==> src/rtl/pipeline_hazard_controller_pkg.sv <==
// Shared pipeline definitions: the hazard FSM state encoding and the
// register-zero constant used by the load-use comparator.
package pipeline_hazard_controller_pkg;

  typedef enum logic [1:0] {
    RUN      = 2'd0,
    MEM_WAIT = 2'd1,
    HALT     = 2'd2
  } hz_state_t;

  localparam logic [4:0] REG_ZERO = 5'd0;

endpackage

==> src/rtl/pipeline_hazard_controller_if.sv <==
// Control bus between the hazard controller and the 5-stage datapath.
// master : the controller (reads hazard sources, drives enables/flushes)
// slave  : the datapath (drives hazard sources, reads enables/flushes)
// Signals: ID operand fields, EX load info, EX/MEM branch/memory flags,
// data-memory ready/req handshake, per-register write/flush controls,
// stall counter and sticky memory-timeout flag.
interface pipeline_hazard_controller_if #(
  parameter int unsigned CNT_WIDTH = 16
);
  logic [4:0]           id_rs;
  logic [4:0]           id_rt;
  logic                 id_uses_rt;
  logic                 ex_mem_read;
  logic [4:0]           ex_write_reg_addr;
  logic                 mem_branch;
  logic                 mem_alu_zero;
  logic                 mem_read;
  logic                 mem_write;
  logic                 dmem_ready;
  logic                 dmem_req;
  logic                 pc_write;
  logic                 pc_sel_branch;
  logic                 if_id_write;
  logic                 if_id_flush;
  logic                 id_ex_write;
  logic                 id_ex_flush;
  logic                 ex_mem_write;
  logic                 ex_mem_flush;
  logic                 mem_wb_write;
  logic [CNT_WIDTH-1:0] stall_cycles;
  logic                 mem_error;

  modport master (
    input  id_rs, id_rt, id_uses_rt, ex_mem_read, ex_write_reg_addr,
           mem_branch, mem_alu_zero, mem_read, mem_write, dmem_ready,
    output dmem_req, pc_write, pc_sel_branch, if_id_write, if_id_flush,
           id_ex_write, id_ex_flush, ex_mem_write, ex_mem_flush,
           mem_wb_write, stall_cycles, mem_error
  );

  modport slave (
    output id_rs, id_rt, id_uses_rt, ex_mem_read, ex_write_reg_addr,
           mem_branch, mem_alu_zero, mem_read, mem_write, dmem_ready,
    input  dmem_req, pc_write, pc_sel_branch, if_id_write, if_id_flush,
           id_ex_write, id_ex_flush, ex_mem_write, ex_mem_flush,
           mem_wb_write, stall_cycles, mem_error
  );
endinterface

==> src/rtl/pipeline_hazard_controller_hazard_compare.sv <==
// Pure combinational load-use match between the instruction in EX and the
// source operands of the instruction in ID. Register $0 never matches.
// Ports: ex_mem_read, ex_write_reg_addr, id_rs, id_rt, id_uses_rt -> hazard.
module hazard_compare
  import pipeline_hazard_controller_pkg::*;
(
  input  logic       ex_mem_read,
  input  logic [4:0] ex_write_reg_addr,
  input  logic [4:0] id_rs,
  input  logic [4:0] id_rt,
  input  logic       id_uses_rt,
  output logic       hazard
);
  always_comb begin
    hazard = ex_mem_read && (ex_write_reg_addr != REG_ZERO) &&
             ((ex_write_reg_addr == id_rs) ||
              (id_uses_rt && (ex_write_reg_addr == id_rt)));
  end
endmodule

==> src/rtl/pipeline_hazard_controller.sv <==
// Central stall/flush sequencer for the 5-stage pipeline.
// Ports: clk, rst (async, active-high) and a master modport of the control
// bus. Combines load-use stalls, MEM-stage taken-branch flushes and a
// data-memory ready handshake that freezes every pipeline register. Counts
// cycles with pc_write=0 (saturating) and raises a sticky mem_error when an
// access stays outstanding for MEM_TIMEOUT cycles in MEM_WAIT.
module pipeline_hazard_controller
  import pipeline_hazard_controller_pkg::*;
#(
  parameter int unsigned MEM_TIMEOUT = 64,
  parameter int unsigned CNT_WIDTH   = 16
) (
  input  logic                           clk,
  input  logic                           rst,
  pipeline_hazard_controller_if.master   bus
);
  localparam int unsigned TW = $clog2(MEM_TIMEOUT + 1);

  hz_state_t            state;
  logic [TW-1:0]        tcnt;
  logic [CNT_WIDTH-1:0] stall_q;
  logic                 err_q;

  logic mem_access, taken, active, freeze, hazard;

  hazard_compare u_hazard_compare (
    .ex_mem_read       (bus.ex_mem_read),
    .ex_write_reg_addr (bus.ex_write_reg_addr),
    .id_rs             (bus.id_rs),
    .id_rt             (bus.id_rt),
    .id_uses_rt        (bus.id_uses_rt),
    .hazard            (hazard)
  );

  always_comb begin
    mem_access = bus.mem_read | bus.mem_write;
    taken      = bus.mem_branch & bus.mem_alu_zero;
    // Outputs are forced low while reset is held, not just after it.
    active     = !rst && (state != HALT);
    freeze     = active && mem_access && !bus.dmem_ready;

    bus.dmem_req      = 1'b0;
    bus.pc_write      = 1'b0;
    bus.pc_sel_branch = 1'b0;
    bus.if_id_write   = 1'b0;
    bus.if_id_flush   = 1'b0;
    bus.id_ex_write   = 1'b0;
    bus.id_ex_flush   = 1'b0;
    bus.ex_mem_write  = 1'b0;
    bus.ex_mem_flush  = 1'b0;
    bus.mem_wb_write  = 1'b0;

    if (active) begin
      bus.dmem_req = mem_access;
      if (!freeze) begin
        bus.pc_write     = 1'b1;
        bus.if_id_write  = 1'b1;
        bus.id_ex_write  = 1'b1;
        bus.ex_mem_write = 1'b1;
        bus.mem_wb_write = 1'b1;
        if (taken) begin
          // The dependent instruction is flushed, so load-use is moot.
          bus.pc_sel_branch = 1'b1;
          bus.if_id_flush   = 1'b1;
          bus.id_ex_flush   = 1'b1;
          bus.ex_mem_flush  = 1'b1;
        end else if (hazard) begin
          bus.pc_write    = 1'b0;
          bus.if_id_write = 1'b0;
          bus.id_ex_flush = 1'b1;
        end
      end
    end
  end

  always_ff @(posedge clk or posedge rst) begin
    if (rst) begin
      state   <= RUN;
      tcnt    <= '0;
      stall_q <= '0;
      err_q   <= 1'b0;
    end else begin
      unique case (state)
        RUN: begin
          if (freeze) begin
            state <= MEM_WAIT;
            tcnt  <= TW'(1);
          end
        end
        MEM_WAIT: begin
          // Leave as soon as the access is no longer blocking: normally
          // dmem_ready, but also a withdrawn request.
          if (!freeze) begin
            state <= RUN;
          end else if (tcnt == TW'(MEM_TIMEOUT)) begin
            state <= HALT;
            err_q <= 1'b1;
          end else begin
            tcnt <= tcnt + 1'b1;
          end
        end
        HALT: state <= HALT;
        default: state <= RUN;
      endcase

      if (!bus.pc_write && (state != HALT) && (stall_q != '1))
        stall_q <= stall_q + 1'b1;
    end
  end

  assign bus.stall_cycles = stall_q;
  assign bus.mem_error    = err_q;

endmodule

==> src/flat_wrapper.sv <==
// flat-port wrapper written by rule: the top's interface ports become plain ports
module pipeline_hazard_controller_flat import pipeline_hazard_controller_pkg::*;
#(
  parameter int unsigned MEM_TIMEOUT = 64,
  parameter int unsigned CNT_WIDTH   = 16
)
  (clk, rst, bus_id_rs, bus_id_rt, bus_id_uses_rt, bus_ex_mem_read, bus_ex_write_reg_addr, bus_mem_branch, bus_mem_alu_zero, bus_mem_read, bus_mem_write, bus_dmem_ready, bus_dmem_req, bus_pc_write, bus_pc_sel_branch, bus_if_id_write, bus_if_id_flush, bus_id_ex_write, bus_id_ex_flush, bus_ex_mem_write, bus_ex_mem_flush, bus_mem_wb_write, bus_stall_cycles, bus_mem_error);
  pipeline_hazard_controller_if #(.CNT_WIDTH(CNT_WIDTH)) bus_i ();
  input  logic clk;
  input  logic rst;
  input wire logic [$bits(bus_i.id_rs)-1:0] bus_id_rs;
  input wire logic [$bits(bus_i.id_rt)-1:0] bus_id_rt;
  input wire logic [$bits(bus_i.id_uses_rt)-1:0] bus_id_uses_rt;
  input wire logic [$bits(bus_i.ex_mem_read)-1:0] bus_ex_mem_read;
  input wire logic [$bits(bus_i.ex_write_reg_addr)-1:0] bus_ex_write_reg_addr;
  input wire logic [$bits(bus_i.mem_branch)-1:0] bus_mem_branch;
  input wire logic [$bits(bus_i.mem_alu_zero)-1:0] bus_mem_alu_zero;
  input wire logic [$bits(bus_i.mem_read)-1:0] bus_mem_read;
  input wire logic [$bits(bus_i.mem_write)-1:0] bus_mem_write;
  input wire logic [$bits(bus_i.dmem_ready)-1:0] bus_dmem_ready;
  output wire logic [$bits(bus_i.dmem_req)-1:0] bus_dmem_req;
  output wire logic [$bits(bus_i.pc_write)-1:0] bus_pc_write;
  output wire logic [$bits(bus_i.pc_sel_branch)-1:0] bus_pc_sel_branch;
  output wire logic [$bits(bus_i.if_id_write)-1:0] bus_if_id_write;
  output wire logic [$bits(bus_i.if_id_flush)-1:0] bus_if_id_flush;
  output wire logic [$bits(bus_i.id_ex_write)-1:0] bus_id_ex_write;
  output wire logic [$bits(bus_i.id_ex_flush)-1:0] bus_id_ex_flush;
  output wire logic [$bits(bus_i.ex_mem_write)-1:0] bus_ex_mem_write;
  output wire logic [$bits(bus_i.ex_mem_flush)-1:0] bus_ex_mem_flush;
  output wire logic [$bits(bus_i.mem_wb_write)-1:0] bus_mem_wb_write;
  output wire logic [$bits(bus_i.stall_cycles)-1:0] bus_stall_cycles;
  output wire logic [$bits(bus_i.mem_error)-1:0] bus_mem_error;
  assign bus_i.id_rs = bus_id_rs;
  assign bus_i.id_rt = bus_id_rt;
  assign bus_i.id_uses_rt = bus_id_uses_rt;
  assign bus_i.ex_mem_read = bus_ex_mem_read;
  assign bus_i.ex_write_reg_addr = bus_ex_write_reg_addr;
  assign bus_i.mem_branch = bus_mem_branch;
  assign bus_i.mem_alu_zero = bus_mem_alu_zero;
  assign bus_i.mem_read = bus_mem_read;
  assign bus_i.mem_write = bus_mem_write;
  assign bus_i.dmem_ready = bus_dmem_ready;
  assign bus_dmem_req = bus_i.dmem_req;
  assign bus_pc_write = bus_i.pc_write;
  assign bus_pc_sel_branch = bus_i.pc_sel_branch;
  assign bus_if_id_write = bus_i.if_id_write;
  assign bus_if_id_flush = bus_i.if_id_flush;
  assign bus_id_ex_write = bus_i.id_ex_write;
  assign bus_id_ex_flush = bus_i.id_ex_flush;
  assign bus_ex_mem_write = bus_i.ex_mem_write;
  assign bus_ex_mem_flush = bus_i.ex_mem_flush;
  assign bus_mem_wb_write = bus_i.mem_wb_write;
  assign bus_stall_cycles = bus_i.stall_cycles;
  assign bus_mem_error = bus_i.mem_error;
  pipeline_hazard_controller #(.MEM_TIMEOUT(MEM_TIMEOUT), .CNT_WIDTH(CNT_WIDTH)) u_core (.clk(clk), .rst(rst), .bus(bus_i));
endmodule
==> config.mk <==
export PLATFORM = sky130hd
export DESIGN_NAME = pipeline_hazard_controller_flat
export DESIGN_NICKNAME = d
export VERILOG_FILES = /design/src/rtl/pipeline_hazard_controller_pkg.sv /design/src/rtl/pipeline_hazard_controller_if.sv /design/src/rtl/pipeline_hazard_controller_hazard_compare.sv /design/src/rtl/pipeline_hazard_controller.sv /design/src/flat_wrapper.sv
export SDC_FILE = /design/constraint.sdc
export NUM_CORES = 1
export LEC_CHECK = 0
export BUFFER_PORTS_ARGS = -buffer_cell sky130_fd_sc_hd__buf_2
export CORE_ASPECT_RATIO = 0.7
export CORE_MARGIN = 5
export CORE_UTILIZATION = 41
export DETAILED_ROUTE_END_ITERATION = 7
export PLACE_DENSITY = 0.65
export SYNTH_ARGS = -nofsm -noshare
export SYNTH_HDL_FRONTEND = slang
export SYNTH_SLANG_ARGS = --single-unit
export TNS_END_PERCENT = 20
==> constraint.sdc <==
create_clock -name clk -period 3.45 [get_ports clk]
set_input_delay 0.345 -clock clk [delete_from_list [all_inputs] [get_ports clk]]
set_output_delay 0.345 -clock clk [all_outputs]
set_load 0.02 [all_outputs]
==> flow_summary_export.csv, run 1 <==
group,metric,value,unit
run_status,status,"completed",
critical_path,critPathCaptureType,"flop",
power,irDropWorstVdd,0.432,mV
detailed_routing,ant_nets,0,
sta,drv_slew,0,
critical_path,critPathLaunchType,"flop",
hold_path,hp-class,"input port to async pin",
sta,fin_skew,7.11,ps
power,total_leakage_power,0.842,nW
critical_path,slowest_stage,"dfrtp_1",
sta,slew_headroom,35.0,%
layout,ff_latch_area,651,um2
layout,num-fill-cells,339,
floorplanning,dieArea,4930,um2
synthesis,synth_area,1480,um2
critical_path,r2r_slack,990,ps
placed_design,dp_slack,992,ps
detailed_routing,wirelength,3.24,mm
clock_tree,cts_resized,0,
detailed_routing,routed_via_density,4.97,
floorplanning,rows,18,
layout,fin_nets,229,
critical_path,crit_start,"u_core.bus.stall_cycles[0]$_DFFE_PP0P_",
sta,finalSetupViolations,0,
layout,syn2layout_area_growth,22.4,%
synthesis,avgSynthCellArea,9.62,um2
floorplanning,start_util,42.2,%
detailed_routing,drcViolationCount,0,
grt,antenna_found_initial,0,
placed_design,place_congestion,0.801,
detailed_routing,dr.pass1.iters,4,
clock_tree,clockBufferDepth,2,
grt,grt.overflow.total,0,
layout,diodes,0,
floorplanning,die_w,81.8,um
synthesis,ys_ff_latch,26,
floorplanning,boundaryPins,51,
synthesis,synth-seq-area-share,43.9,%
critical_path,rr_endpoint,"u_core.bus.stall_cycles[1]$_DFFE_PP0P_",
clock_tree,cts_buffers,3,
floorplanning,core_area,3510,um2
sta,whs,308,ps
placed_design,port_buffers,50,
grt,first_global_vias,1186,
sta,hold_viol_final,0,
clock_tree,clk_pin_slew_worst_paths,90,ps
critical_path,critical_path_class,"flop to flop",
sta,fin_crit,2460,ps
detailed_routing,detail_route.wl_per_cell,12.9,um
grt,grt.total_usage,13.8,%
detailed_routing,drt_iter0_drc,59,
sta,finalSetupTns,0,ps
synthesis,yosysUniqueCellTypes,33,
clock_tree,htree_levels,1,
power,p_per_area,613,nW/um2
sta,fmax,0.406,GHz
run,maxCapViolCount,0,
detailed_routing,vias,1247,
grt,grt_pass1_wl,5.22,mm
clock_tree,cts_tree,"yes",
critical_path,timing.critical_path.required,3610,ps
synthesis,synthesis.nets,181,
clock_tree,post_cts_buffers,0,
layout,multi_input_area,748,um2
layout,drive_gt1_share,29.9,%
layout,fin_util,51.6,%
clock_tree,clk_latency,270,ps
critical_path,r2r_cells,6,
critical_path,crit_end,"u_core.bus.stall_cycles[1]$_DFFE_PP0P_",
critical_path,worstPathCellList,"ha_1, nand4_1, nor4_1, nor4bb_1, a21oi_4, mux2_2",
sta,rsz0062_at_grt,"no",
synthesis,postSynthCellCount,154,
critical_path,path_max_fanout,16,
synthesis,yosysWarnings,0,
clock_tree,hold_buffers,0,
sta,worst_slack,987,ps
critical_path,r2r-start,"u_core.bus.stall_cycles[0]$_DFFE_PP0P_",
grt,grt_max_degree,27,
sta,fin_crit_sh,71.4,%
critical_path,arrival,2630,ps
clock_tree,root_buffer,"clkbuf_8",
power,p_total,1.11,mW
critical_path,slowest_delay,450,ps
floorplanning,die_h,60.3,um
placed_design,dp_hpwl,2.58,mm
sta,tightest_slew,974,ps
clock_tree,clkSinkCount,26,
==> logic make-up after synthesis <==
logic type	after synthesis	share of synthesized area, %
XOR/XNOR	28	16.6
AO/OA/AOI/OAI	16	8.02
buffers and inverters	15	5.57
multiplexers	1	0.760
AND/OR/NAND/NOR	65	22.6
adder cells (fa/ha/maj)	3	2.53
flip-flops	26	43.9
==> routing by layer <==
metal / vias up / global-route usage (%) / wire length [um]
li1: 623 / - / -
met1: 573 / 16.6 / 1440
met2: 47 / 23.9 / 1410
met3: 4 / 4.97 / 371
met4: 0 / 2.84 / 26
met5: - / 0 / 0
==> registers in the layout (all words and copies together), names as in the netlist <==
signal                   flops
u_core.bus.mem_error         1
u_core.bus.stall_cycles     16
u_core.state                 2
u_core.tcnt                  7
==> Yosys cell counts, drive strengths merged <==
cell    number  share of area [%]
or4          2                1.0
and3         2               0.84
or2          4                1.7
dfrtp       26                 44
nor3         9                3.0
mux2         1               0.76
nor3b        1               0.51
and4         1               0.59
nand3       11                3.7
o21ai        3                1.0
a31oi        1               0.42
xnor2       15                8.9
a21oi        2                1.4
inv          8                2.0
nor2b        1               0.42
o21a         3                1.5
nor2        12                3.0
nand4        4                1.7
o21bai       2                1.0
nor4bb       2                1.4
nor4         3                1.3
a21o         1               0.51
nand2       12                3.0
clkbuf       1               0.25
buf          6                3.3
a211oi       1               0.51
nand2b       1               0.42
o22ai        1               0.42
ha           3                2.5
xor2        13                7.7
a22o         2                1.2
==> cell type report <==
type / instances / area share, %
tap: 50 / 3.45
multi-input combinational: 113 / 41.3
clock inverter: 1 / 1.66
inverter: 8 / 1.66
sequential: 26 / 35.9
timing repair buffer: 50 / 13.8
clock buffer: 3 / 2.28
==> stage by stage <==
stage               cells  instance area (um2)
floorplan             154                 1480
global placement      247                 1740
detailed placement    247                 1740
CTS                   251                 1810
global route          251                 1810
finish                251                 1810
==> power by group <==
group	internal, mW	switching [mW]
clock	0.155	0.0949
sequential	0.383	0.0955
combinational	0.152	0.230
==> cell usage in the layout (no fill, tap or decap), drive strengths merged, types with 8 or more instances in the layout <==
| cell type | count |
|---|---|
| xnor2 | 15 |
| nand3 | 11 |
| nor2 | 12 |
| xor2 | 13 |
| dfrtp | 26 |
| nand2 | 12 |
| buf | 50 |
| nor3 | 9 |
| inv | 8 |
==> worst max-delay path, delay by kind of cell, from the launching register on <==
kind / cells / cell delay [ps]
compound gates: 1 / 420
fa+ha+maj: 1 / 230
mux: 1 / 380
simple gates: 3 / 860
flops: 1 / 450
==> how the worst min path moves through the flow <==
stage	from	end	slack, ps
2_1_floorplan	rst	u_core.bus.mem_error$_DFFE_PP0P_	390
3_3_place_gp	u_core.bus.mem_error$_DFFE_PP0P_	u_core.bus.mem_error$_DFFE_PP0P_	450
3_5_place_dp	u_core.bus.mem_error$_DFFE_PP0P_	u_core.bus.mem_error$_DFFE_PP0P_	470
4_1_cts	rst	u_core.tcnt[6]$_DFFE_PP0P_	340
5_1_grt	rst	u_core.bus.stall_cycles[13]$_DFFE_PP0P_	410
6_report	rst	u_core.tcnt[2]$_DFFE_PP0P_	310
No activity file was read; power rests on OpenSTA's default activity.
==> run 2, diff against run 1 <==
--- a/config.mk
+++ b/config.mk
@@ -10,7 +10,7 @@
 export CORE_MARGIN = 5
 export CORE_UTILIZATION = 41
 export DETAILED_ROUTE_END_ITERATION = 7
-export PLACE_DENSITY = 0.65
+export PLACE_DENSITY = 0.68
 export SYNTH_ARGS = -nofsm -noshare
 export SYNTH_HDL_FRONTEND = slang
 export SYNTH_SLANG_ARGS = --single-unit
==> constraint.sdc (replaced) <==
create_clock -name clk -period 2.1 [get_ports clk]
set_input_delay 0.21 -clock clk [delete_from_list [all_inputs] [get_ports clk]]
set_output_delay 0.21 -clock clk [all_outputs]
set_load 0.02 [all_outputs]
==> run 2 against run 1 <==
Against the previous run: first-iteration DRC count down 32%; clock-buffer cell count grew 1; register-to-register slack lost 900 ps; die area unchanged; sequential share of layout area fell by 2.8 points; sequential power up 59%; critical path depth increased by 3; critical endpoint is now u_core.bus.stall_cycles[13]$_DFFE_PP0P_; combinational power increased by 99%.
==> flow_summary_export.csv, run 2 (same netlist as run 1, synthesis figures left out) <==
group,metric,value,unit
run_status,status,"completed",
clock_tree,root_buffer,"clkbuf_8",
layout,fin_util,56.2,%
detailed_routing,drt_iter0_drc,40,
layout,drive_gt1_share,38.4,%
critical_path,critical_path_class,"flop to flop",
placed_design,port_buffers,50,
sta,rsz0062_at_grt,"yes",
critical_path,critPathCaptureType,"flop",
grt,first_global_vias,1205,
detailed_routing,dr.pass1.iters,4,
critical_path,path_max_fanout,4,
floorplanning,boundaryPins,51,
layout,final_common_cell,"buf_2",
critical_path,r2r_cells,9,
grt,grt_max_degree,15,
sta,slew_headroom,74.5,%
detailed_routing,routed_via_density,4.90,
sta,fin_skew,0.555,ps
layout,final_cell_mix,"buf_2 (50), dfrtp_1 (24), xnor2_1 (15), xor2_1 (13), buf_4 (13)",
detailed_routing,ant_nets,0,
floorplanning,core_area,3510,um2
hold_path,hp-class,"input port to async pin",
layout,final_area,1970,um2
detailed_routing,vias,1304,
sta,fin_crit_sh,95.8,%
clock_tree,clk_pin_slew_worst_paths,90,ps
floorplanning,die_w,81.8,um
floorplanning,dieArea,4930,um2
clock_tree,clkSinkCount,26,
clock_tree,htree_levels,1,
floorplanning,die_h,60.3,um
clock_tree,cts_buffers,3,
clock_tree,clk_latency,270,ps
floorplanning,start_util,42.2,%
placed_design,dpl-instance-area,1840,um2
sta,drv_slew,0,
sta,worst_slack,87.2,ps
sta,finalSetupViolations,0,
layout,num-fill-cells,331,
sta,hold_viol_final,0,
placed_design,dp_hpwl,2.61,mm
power,p_per_area,935,nW/um2
critical_path,timing.critical_path.required,2300,ps
run,maxCapViolCount,0,
sta,fmax,0.497,GHz
power,total_leakage_power,0.922,nW
floorplanning,rows,18,
critical_path,arrival,2210,ps
power,irDropWorstVdd,0.974,mV
grt,grt.total_usage,14.2,%
grt,antenna_found_initial,0,
layout,fin_nets,244,
layout,diodes,0,
placed_design,place_congestion,0.793,
clock_tree,clockBufferDepth,2,
placed_design,dp_slack,-76.8,ps
grt,grt_pass1_wl,5.39,mm
critical_path,critPathLaunchType,"flop",
detailed_routing,detail_route.wl_per_cell,13.0,um
detailed_routing,wirelength,3.46,mm
clock_tree,cts_tree,"yes",
layout,largest_register_ffs,16,
grt,grt.overflow.total,0,
layout,syn2layout_area_growth,33.3,%
sta,tightest_slew,378,ps
sta,fin_crit,2010,ps
critical_path,r2r_slack,90,ps
detailed_routing,drcViolationCount,0,
## run 2: changes by cell type in the layout (fill, tap and decap cells not counted), moves of 2 or more
cell,previous run,this run
buf_4,0,13
dfrtp_1,26,24
dfrtp_2,0,2
nor3_1,9,5
nor3_2,0,4
nor4_1,3,0
nor4_4,0,2
## run 2: power by group
group / internal [mW] / switching, mW / leakage (nW)
registers: 0.633 / 0.130 / 0.311
clock network: 0.168 / 0.156 / 0.0288
logic: 0.315 / 0.445 / 0.582
total: 1.12 / 0.730 / 0.922
## run 2: layout make-up
type	count	area, um2	area share (%)
Multi-Input combinational cell	113	805	40.7
Sequential cell	26	653	33.1
Timing Repair Buffer	65	369	18.7
Tap cell	50	62.6	3.17
Clock buffer	4	55.1	2.79
Inverter	8	30.0	1.52
## run 2: critical path, stage by stage (launching register included)
cell	delay (ps)
dfrtp_2	410
ha_1	230
nand4_1	190
nor4_4	60
nor4bb_1	260
buf_4	170
a21oi_4	70
buf_4	180
nor4_4	210
xor2_1	160
## run 2: what timing repair did
action,in CTS,in global routing
hold buffers,1,0
setup endpoints to repair,15,16
gates resized for setup,1,9
buffers inserted,0,1
pin swaps,0,4
endpoints found under the hold margin,5,0
## run 2: worst paths after layout
check                                                                to                                   start
worst max-delay path            u_core.bus.stall_cycles[13]$_DFFE_PP0P_  u_core.bus.stall_cycles[0]$_DFFE_PP0P_
worst min-delay path                   u_core.bus.mem_error$_DFFE_PP0P_                                     rst
worst max register to register  u_core.bus.stall_cycles[13]$_DFFE_PP0P_  u_core.bus.stall_cycles[0]$_DFFE_PP0P_
worst min register to register         u_core.bus.mem_error$_DFFE_PP0P_        u_core.bus.mem_error$_DFFE_PP0P_
max in group asynchronous        u_core.bus.stall_cycles[0]$_DFFE_PP0P_                                     rst
min in group clk                            u_core.state[0]$_DFFE_PP0P_                          bus_dmem_ready
## run 2: routing by layer
| layer | share of wire, % | global-route usage (%) |
|---|---|---|
| met1 | 49 | 19.4 |
| met2 | 40 | 22.3 |
| met3 | 10 | 4.67 |
| met4 | 0.32 | 2.13 |
| met5 | 0 | 0 |
## run 2: metrics by stage
stage,hold slack (ps),total power [mW],instances,TNS [ps]
3_3_place_gp,170,1.49,260,-289
5_1_grt,449,1.98,266,-18.0
4_1_cts,430,1.83,265,0
6_report,436,1.85,266,0
3_5_place_dp,166,1.50,260,-613
2_1_floorplan,250,1.21,154,0
